### src/rtl/alu_mul_sequencer_if.sv
// rtl/alu_mul_sequencer_if.sv - datapath/ALU bus shared by the multiply sequencer and its surroundings
// slave is the sequencer; master is the datapath plus ALU side.
interface alu_mul_sequencer_if #(
    parameter int WIDTH = 32
);
    logic             start;
    logic [WIDTH-1:0] op_a;
    logic [WIDTH-1:0] op_b;
    logic [WIDTH-1:0] dp_a;
    logic [WIDTH-1:0] dp_b;
    logic [2:0]       dp_ctrl;
    logic [WIDTH-1:0] alu_result;
    logic [WIDTH-1:0] alu_a;
    logic [WIDTH-1:0] alu_b;
    logic [2:0]       alu_ctrl;
    logic             stall;
    logic             done;
    logic [WIDTH-1:0] product;
    logic [1:0]       nz;

    modport master (
        output start, op_a, op_b, dp_a, dp_b, dp_ctrl, alu_result,
        input  alu_a, alu_b, alu_ctrl, stall, done, product, nz
    );

    modport slave (
        input  start, op_a, op_b, dp_a, dp_b, dp_ctrl, alu_result,
        output alu_a, alu_b, alu_ctrl, stall, done, product, nz
    );
endinterface

### src/rtl/alu_mul_sequencer.sv
// rtl/alu_mul_sequencer.sv - shift-and-add multiply sequenced on the shared 32-bit ALU
// Owns the ALU input mux: passthrough when not running, ADD of acc + partial product while running.
module alu_mul_sequencer #(
    parameter int WIDTH      = 32,
    parameter bit EARLY_EXIT = 1'b1
) (
    input logic                clk,
    input logic                reset,
    alu_mul_sequencer_if.slave bus
);
    typedef enum logic [1:0] {IDLE, RUN, DONE} state_t;

    localparam logic [5:0] LAST_CNT = 6'(WIDTH - 1);

    state_t           state;
    state_t           state_next;
    logic [WIDTH-1:0] acc;
    logic [WIDTH-1:0] mcand;
    logic [WIDTH-1:0] mplier;
    logic [5:0]       cnt;
    logic [WIDTH-1:0] product;
    logic [1:0]       nz;
    logic             skip_run;
    logic             last_iter;
    logic [WIDTH-1:0] alu_a_c;
    logic [WIDTH-1:0] alu_b_c;
    logic [2:0]       alu_ctrl_c;
    logic             stall_c;
    logic             done_c;

    // last_iter looks at the multiplier as it will be after this cycle's shift
    assign skip_run  = EARLY_EXIT && (bus.op_b == '0);
    assign last_iter = (cnt == LAST_CNT) || (EARLY_EXIT && (mplier[WIDTH-1:1] == '0));

    always_ff @(posedge clk) begin
        if (reset) state <= IDLE;
        else       state <= state_next;
    end

    always_comb begin
        state_next = state;
        alu_a_c    = bus.dp_a;
        alu_b_c    = bus.dp_b;
        alu_ctrl_c = bus.dp_ctrl;
        stall_c    = 1'b0;
        done_c     = 1'b0;
        case (state)
            IDLE: begin
                if (bus.start) begin
                    stall_c    = 1'b1;
                    state_next = skip_run ? DONE : RUN;
                end
            end
            RUN: begin
                stall_c    = 1'b1;
                alu_a_c    = acc;
                alu_b_c    = mplier[0] ? mcand : '0;
                alu_ctrl_c = 3'b000;
                if (last_iter) state_next = DONE;
            end
            DONE: begin
                done_c     = 1'b1;
                state_next = IDLE;
            end
            default: state_next = IDLE;
        endcase
        if (reset) begin
            stall_c = 1'b0;
            done_c  = 1'b0;
        end
    end

    always_ff @(posedge clk) begin
        if (reset) begin
            acc     <= '0;
            mcand   <= '0;
            mplier  <= '0;
            cnt     <= '0;
            product <= '0;
            nz      <= 2'b00;
        end else begin
            case (state)
                IDLE: begin
                    if (bus.start) begin
                        acc    <= '0;
                        mcand  <= bus.op_a;
                        mplier <= bus.op_b;
                        cnt    <= '0;
                        if (skip_run) begin
                            product <= '0;
                            nz      <= 2'b01;
                        end
                    end
                end
                RUN: begin
                    acc    <= bus.alu_result;
                    mcand  <= mcand << 1;
                    mplier <= mplier >> 1;
                    cnt    <= cnt + 6'd1;
                    if (last_iter) begin
                        product <= bus.alu_result;
                        nz      <= {bus.alu_result[WIDTH-1], bus.alu_result == '0};
                    end
                end
                default: ;
            endcase
        end
    end

    assign bus.alu_a    = alu_a_c;
    assign bus.alu_b    = alu_b_c;
    assign bus.alu_ctrl = alu_ctrl_c;
    assign bus.stall    = stall_c;
    assign bus.done     = done_c;
    assign bus.product  = product;
    assign bus.nz       = nz;
endmodule
### src/flat_wrapper.sv
// flat-port wrapper written by rule: the top's interface ports become plain ports
module alu_mul_sequencer_flat 
#(
    parameter int WIDTH      = 32,
    parameter bit EARLY_EXIT = 1'b1
)
  (clk, reset, bus_start, bus_op_a, bus_op_b, bus_dp_a, bus_dp_b, bus_dp_ctrl, bus_alu_result, bus_alu_a, bus_alu_b, bus_alu_ctrl, bus_stall, bus_done, bus_product, bus_nz);
  alu_mul_sequencer_if #(.WIDTH(WIDTH)) bus_i ();
  input logic clk;
  input logic reset;
  input wire logic [$bits(bus_i.start)-1:0] bus_start;
  input wire logic [$bits(bus_i.op_a)-1:0] bus_op_a;
  input wire logic [$bits(bus_i.op_b)-1:0] bus_op_b;
  input wire logic [$bits(bus_i.dp_a)-1:0] bus_dp_a;
  input wire logic [$bits(bus_i.dp_b)-1:0] bus_dp_b;
  input wire logic [$bits(bus_i.dp_ctrl)-1:0] bus_dp_ctrl;
  input wire logic [$bits(bus_i.alu_result)-1:0] bus_alu_result;
  output wire logic [$bits(bus_i.alu_a)-1:0] bus_alu_a;
  output wire logic [$bits(bus_i.alu_b)-1:0] bus_alu_b;
  output wire logic [$bits(bus_i.alu_ctrl)-1:0] bus_alu_ctrl;
  output wire logic [$bits(bus_i.stall)-1:0] bus_stall;
  output wire logic [$bits(bus_i.done)-1:0] bus_done;
  output wire logic [$bits(bus_i.product)-1:0] bus_product;
  output wire logic [$bits(bus_i.nz)-1:0] bus_nz;
  assign bus_i.start = bus_start;
  assign bus_i.op_a = bus_op_a;
  assign bus_i.op_b = bus_op_b;
  assign bus_i.dp_a = bus_dp_a;
  assign bus_i.dp_b = bus_dp_b;
  assign bus_i.dp_ctrl = bus_dp_ctrl;
  assign bus_i.alu_result = bus_alu_result;
  assign bus_alu_a = bus_i.alu_a;
  assign bus_alu_b = bus_i.alu_b;
  assign bus_alu_ctrl = bus_i.alu_ctrl;
  assign bus_stall = bus_i.stall;
  assign bus_done = bus_i.done;
  assign bus_product = bus_i.product;
  assign bus_nz = bus_i.nz;
  alu_mul_sequencer #(.WIDTH(WIDTH), .EARLY_EXIT(EARLY_EXIT)) u_core (.clk(clk), .reset(reset), .bus(bus_i));
endmodule
### config.mk
export PLATFORM = sky130hd
export DESIGN_NAME = alu_mul_sequencer_flat
export DESIGN_NICKNAME = d
export VERILOG_FILES = /design/src/rtl/alu_mul_sequencer_if.sv /design/src/rtl/alu_mul_sequencer.sv /design/src/flat_wrapper.sv
export SDC_FILE = /design/constraint.sdc
export NUM_CORES = 1
export LEC_CHECK = 0
export BUFFER_PORTS_ARGS = -buffer_cell sky130_fd_sc_hd__buf_2
export CAP_MARGIN = 5
export CORE_MARGIN = 5
export CORE_UTILIZATION = 52
export CTS_CLUSTER_DIAMETER = 100
export DETAILED_ROUTE_END_ITERATION = 7
export MAX_ROUTING_LAYER = met4
export PLACE_DENSITY = 0.85
export SYNTH_ARGS = -nofsm -noshare
export SYNTH_HDL_FRONTEND = slang
export SYNTH_SLANG_ARGS = --single-unit
### constraint.sdc
create_clock -name clk -period 3.5 [get_ports clk]
set_input_delay 0.525 -clock clk [delete_from_list [all_inputs] [get_ports clk]]
set_output_delay 0.525 -clock clk [all_outputs]
set_load 0.02 [all_outputs]
### Word-level counts from Yosys, hierarchy flattened

Index checks and enable logic that the tools add are counted.

| word-level totals | value |
|---|---|
| output and inout bits | 103 |
| register bits | 138 |
| bits of input ports | 166 |
| logic and storage cells | 52 |

| cells by class | value |
|---|---|
| $add $sub $neg | 1 |
| multiplexer cells | 29 |
| reductions and logical operators | 9 |
| equal/unequal tests | 6 |

Operator list:

| operator | count |
|---|---|
| $mux 32 | 9 |
| $pmux 32 s2 | 4 |
| $logic_not 32->1 | 2 |
| $logic_not 31->1 | 1 |
| $mux 2 | 6 |
| $pmux 6 s2 | 1 |
| $pmux 2 s2 | 2 |
| $add 6x1->6 const B | 1 |
| $eq 6x5->1 const B | 1 |
| $mux 6 | 1 |
| $mux 1 | 4 |
| $ne 2x1->1 const B | 2 |
| $reduce_and 2->1 | 2 |
| $reduce_and 4->1 | 1 |
| $mux 3 | 1 |
| $eq 2x1->1 const B | 1 |
| $eq 2x2->1 const B | 1 |
| $logic_not 2->1 | 1 |
| $ne 2x2->1 const B | 1 |
| $pmux 1 s2 | 1 |
| $reduce_bool 2->1 | 1 |
| $logic_or 1x1->1 | 1 |

### Logic depth before layout (Yosys ltp)

| depth | value |
|---|---|
| word-level depth | 4 |
| gate-level depth with buffers | 8 |
| depth with buffers taken out | 6 |

### Worst setup path before layout

No wires, ideal clock.

| timing | value |
|---|---|
| path kind | input-to-output |
| start point | input port reset |
| end point | output port bus_done |
| arrival time | 1.486 ns |
| path buffers | 2 |
| data required time | 2.975 ns |
| setup slack | 1.489 ns |
| stages | 3 |
| path through | clkbuf_1 > clkbuf_1 > nor3b_1 |

| on the way | value |
|---|---|
| cells in the longest elaborated chain, start to end | 1 |

Ends and longest elaborated chain:

| item | line | source |
|---|---|---|
| start, declared | flat_wrapper.sv:10 | `input logic reset;` |
| $mux 1 | alu_mul_sequencer.sv:67 | `if (reset) begin` |
| end, declared | flat_wrapper.sv:22 | `output wire logic [$bits(bus_i.done)-1:0] bus_done;` |

Every way passes these cells.

### Worst setup path in the final report

| timing | value |
|---|---|
| start point | register u_core.state[0] |
| end point | output port bus_alu_b[25] |

| on the way | value |
|---|---|
| cells in the longest elaborated chain, start to end | 2 |

Ends and longest elaborated chain:

| item | line | source |
|---|---|---|
| start, declared | alu_mul_sequencer.sv:15 | `state_t state;` |
| start signal, assigned | alu_mul_sequencer.sv:37 | `else state <= state_next;` |
| $eq 2x1->1 | alu_mul_sequencer.sv:47 | `case (state)` |
| $mux 32 | alu_mul_sequencer.sv:47 |  |
| end, declared | flat_wrapper.sv:19 | `output wire logic [$bits(bus_i.alu_b)-1:0] bus_alu_b;` |

Every way passes these cells.

==> run_results.csv <==
group,metric,value,unit
run_status,status,"complete, no violations",
floorplan,pin_count,269,
synthesis,yosysMostFrequentCell,"nand2_1",
cells_and_area,fillers,1099,
clock_network,cts_buffer_depth,2,
floorplan,chipWidth,123,um
cells_and_area,drive_gt1_frac,0.296,
setup_path,path_max_fanout,60,
synthesis,synth_top_area_share,0.416,
clock_network,numCtsBuffers,17,
clock_network,cts.sinks,137,
pwr,combPwrFrac,0.220,
sta,min_period,2.76,ns
synthesis,synth_cells,903,
sta,rsz0062_at_grt,"no",
sta,worstMarginPinSlew,0.956,ns
synthesis,synthTopCellsByArea,"dfxtp_1, nand2_1, nand3_1",
sta,finalSetupTns,0,ns
sta,period_share,0.789,
global_routing,grt_max_degree,81,
setup_path,critPathArrivalTime,2.24,ns
synthesis,synthArstFlopShare,0,
setup_path,crit_required,2.97,ns
pwr,p_leak,3.90,nW
cells_and_area,multiInputGateArea,0.00348,mm^2
synthesis,yosysWarnings,0,
synthesis,synth_top_family_by_area,"simple AND/OR/NAND/NOR gates",
drt,avgViaCountPerCell,5.52,
clock_network,path_clk_slew,0.06,ns
global_routing,track_usage,0.273,
clock_network,cts_root_buf,"clkbuf_16",
synthesis,synth_ff_type,"dfxtp_1",
global_routing,grt_pass1_vias,6483,
floorplan,dieArea,0.0150,mm^2
drt,routedWlPerCell,15.9,um
pwr,cellPowerDensity,546,mW/mm^2
cells_and_area,diodes,0,
clock_network,clock_latency,0.41,ns
sta,maxSlewHeadroom,0.359,
synthesis,synth.area.mux_share,0.00171,
place,port_buffers,268,
clock_network,cts_tree,"done",
place,dpl_worst_slack,1.07,ns
floorplan,rows,41,
synthesis,synth_nets,1070,
setup_path,path_class,"reg2out",
floorplan,start_util,0.526,
cells_and_area,design_area,0.00853,mm^2
synthesis,syn_area_per_cell,7.30,um^2
synthesis,synth_top_cell_by_area,"dfxtp_1",
setup_path,crit_chain,"and2b_4, buf_12, nand3_1, nand2_1, buf_2",
run,drv_cap,0,
synthesis,synth-xor-area-share,0,
sta,clock_skew,0.0111,ns
sta,setup_viol,0,
floorplan,core_area,0.0125,mm^2
pwr,p_int,3.21,mW
clock_network,hold_buffers,0,
setup_path,cp_slowest_cell,"and2b_4",
setup_path,worstSetupEndpointType,"primary output",
synthesis,synth_edf_count,0,
drt,dr.pass1.iters,5,
drt,drt_iter0_markers,712,
setup_path,cp.buffers_inverters,2,
global_routing,grt_pass1_wl,31900,um
drt,vias,7224,
synthesis,yosys.area_share.simple,0.374,
sta,fmax,362,MHz
drt,final_antenna_net_count,0,
pwr,p_clk_frac,0.392,
drt,drt_wl_total,20800,um
pwr,swShare,0.310,
sta,report.final.slew_viol_count,0,
sta,setup_ws,0.739,ns
setup_path,cpPeakStageDelay,0.60,ns
cells_and_area,synthToLayoutAreaGrowth,29.5,%
hold_path,hp-class,"in2reg",
clock_network,htreeDepth,4,
cells_and_area,seq_area,0.00274,mm^2
global_routing,grt-ovfl-total,0,
drt,drc,0,
cells_and_area,utilization,0.682,
pwr,seq_power_share,0.388,
synthesis,yosysSeqAreaShare,0.416,
cells_and_area,final_nets,1291,
synthesis,synth.cell_area,0.00659,mm^2
pwr,ir_worst_vdd,0.325,mV
synthesis,synth_compound_area_frac,0.147,
synthesis,synth_adder_area_share,0.00190,
global_routing,antenna_found_initial,0,
synthesis,ys_top_cells_by_count,"nand2_1, dfxtp_1, nor2_1",
sta,hold_slack,0.374,ns
floorplan,dieHeight,123,um
place,post-dp-hpwl,14500,um
place,routabilityCongestion,0.848,
sta,hold_viol,0,
setup_path,start_kind,"flop",
synthesis,synth.distinct_cells,37,
clock_network,cts_setup_buffers,0,
place,post_dp_cell_area,0.00793,mm^2
pwr,switching_power,1.45,mW
synthesis,synth_seq_cells,137,
setup_path,cp_top_family,"simple AND/OR/NAND/NOR gates",
clock_network,cts_resized,0,
path summary, 6_finish.rpt:
path                            cells after the start  slack, ns                                  end                           from
worst max-delay path                                5       0.74                        bus_alu_b[25]   u_core.state[0]$_SDFFE_PP0P_
worst min-delay path                                3       0.37         u_core.mcand[0]$_SDFFE_PP0P_                    bus_op_a[0]
worst max register to register                      6       1.08  u_core.bus.product[11]$_SDFFE_PP0P_   u_core.state[0]$_SDFFE_PP0P_
worst min register to register                      2       0.46        u_core.mcand[31]$_SDFFE_PP0P_  u_core.mcand[31]$_SDFFE_PP0P_
layout make-up:
class	count	area share
timing repair buffer	282	0.174
multi-input combinational	686	0.408
sequential	137	0.321
tap	172	0.0252
clock buffer	20	0.0535
clock inverter	12	0.0174
layout by cell type, fill, tap and decap left out, drive strengths merged:
cell	count
nor2	132
or2	1
a22oi	65
nand3b	2
or3b	1
a21oi	40
nand3	102
o211a	1
o211ai	1
nand4	4
and2	3
a211oi	1
a31oi	34
ha	1
nand2	229
nor3b	2
dfxtp	137
nor3	2
clkinvlp	4
mux2	1
nor4	54
o21a	1
clkinv	5
bufinv	3
and4	2
buf	282
and2b	1
clkbuf	20
nand2b	1
a21o	1
and3	1
o21ai	3
per-layer routing:
metal | vias up | share of wire | global-route usage | wire length [um]
met5 | - | 0 | - | 0
met3 | 30 | 0.087 | 0.0664 | 1820
met2 | 314 | 0.49 | 0.446 | 10100
met4 | 0 | 0.018 | 0.0882 | 380
met1 | 3294 | 0.41 | 0.332 | 8520
li1 | 3586 | - | - | -
worst min-delay path: cells and delay by family:
kind	cells	cell delay [ns]
AND/OR/NAND/NOR	1	0.05
AO/OA/AOI/OAI	1	0.06
buffers and inverters	1	0.10
power groups by stage:
stage	Clock [mW]	Sequential [mW]	Combinational [mW]
floorplan	0	1.85	0.663
global placement	0	1.83	1.01
detailed placement	0	1.83	1.03
CTS	1.84	1.80	1.03
global route	1.92	1.82	1.13
finish	1.83	1.81	1.02
kinds of logic after synthesis:
kind of cell	after synthesis
AND/OR/NAND/NOR	537
AO/OA/AOI/OAI	147
flip-flops	137
buffers and inverters	80
multiplexers	1
adder cells (fa/ha/maj)	1
through the flow:
stage               instances  total power, mW
global route             1309             4.87
finish                   1309             4.66
detailed placement       1277             2.86
global placement         1277             2.84
floorplan                 903             2.51
CTS                      1309             4.67
sequential cells by signal, summed over array words and instances (netlist names):
| name | cells |
|---|---|
| u_core.mplier | 32 |
| u_core.state | 2 |
| u_core.acc | 32 |
| u_core.bus.nz | 1 |
| u_core.bus.product | 32 |
| u_core.mcand | 32 |
| u_core.cnt | 6 |
No activity file was read; power rests on OpenSTA's default activity.
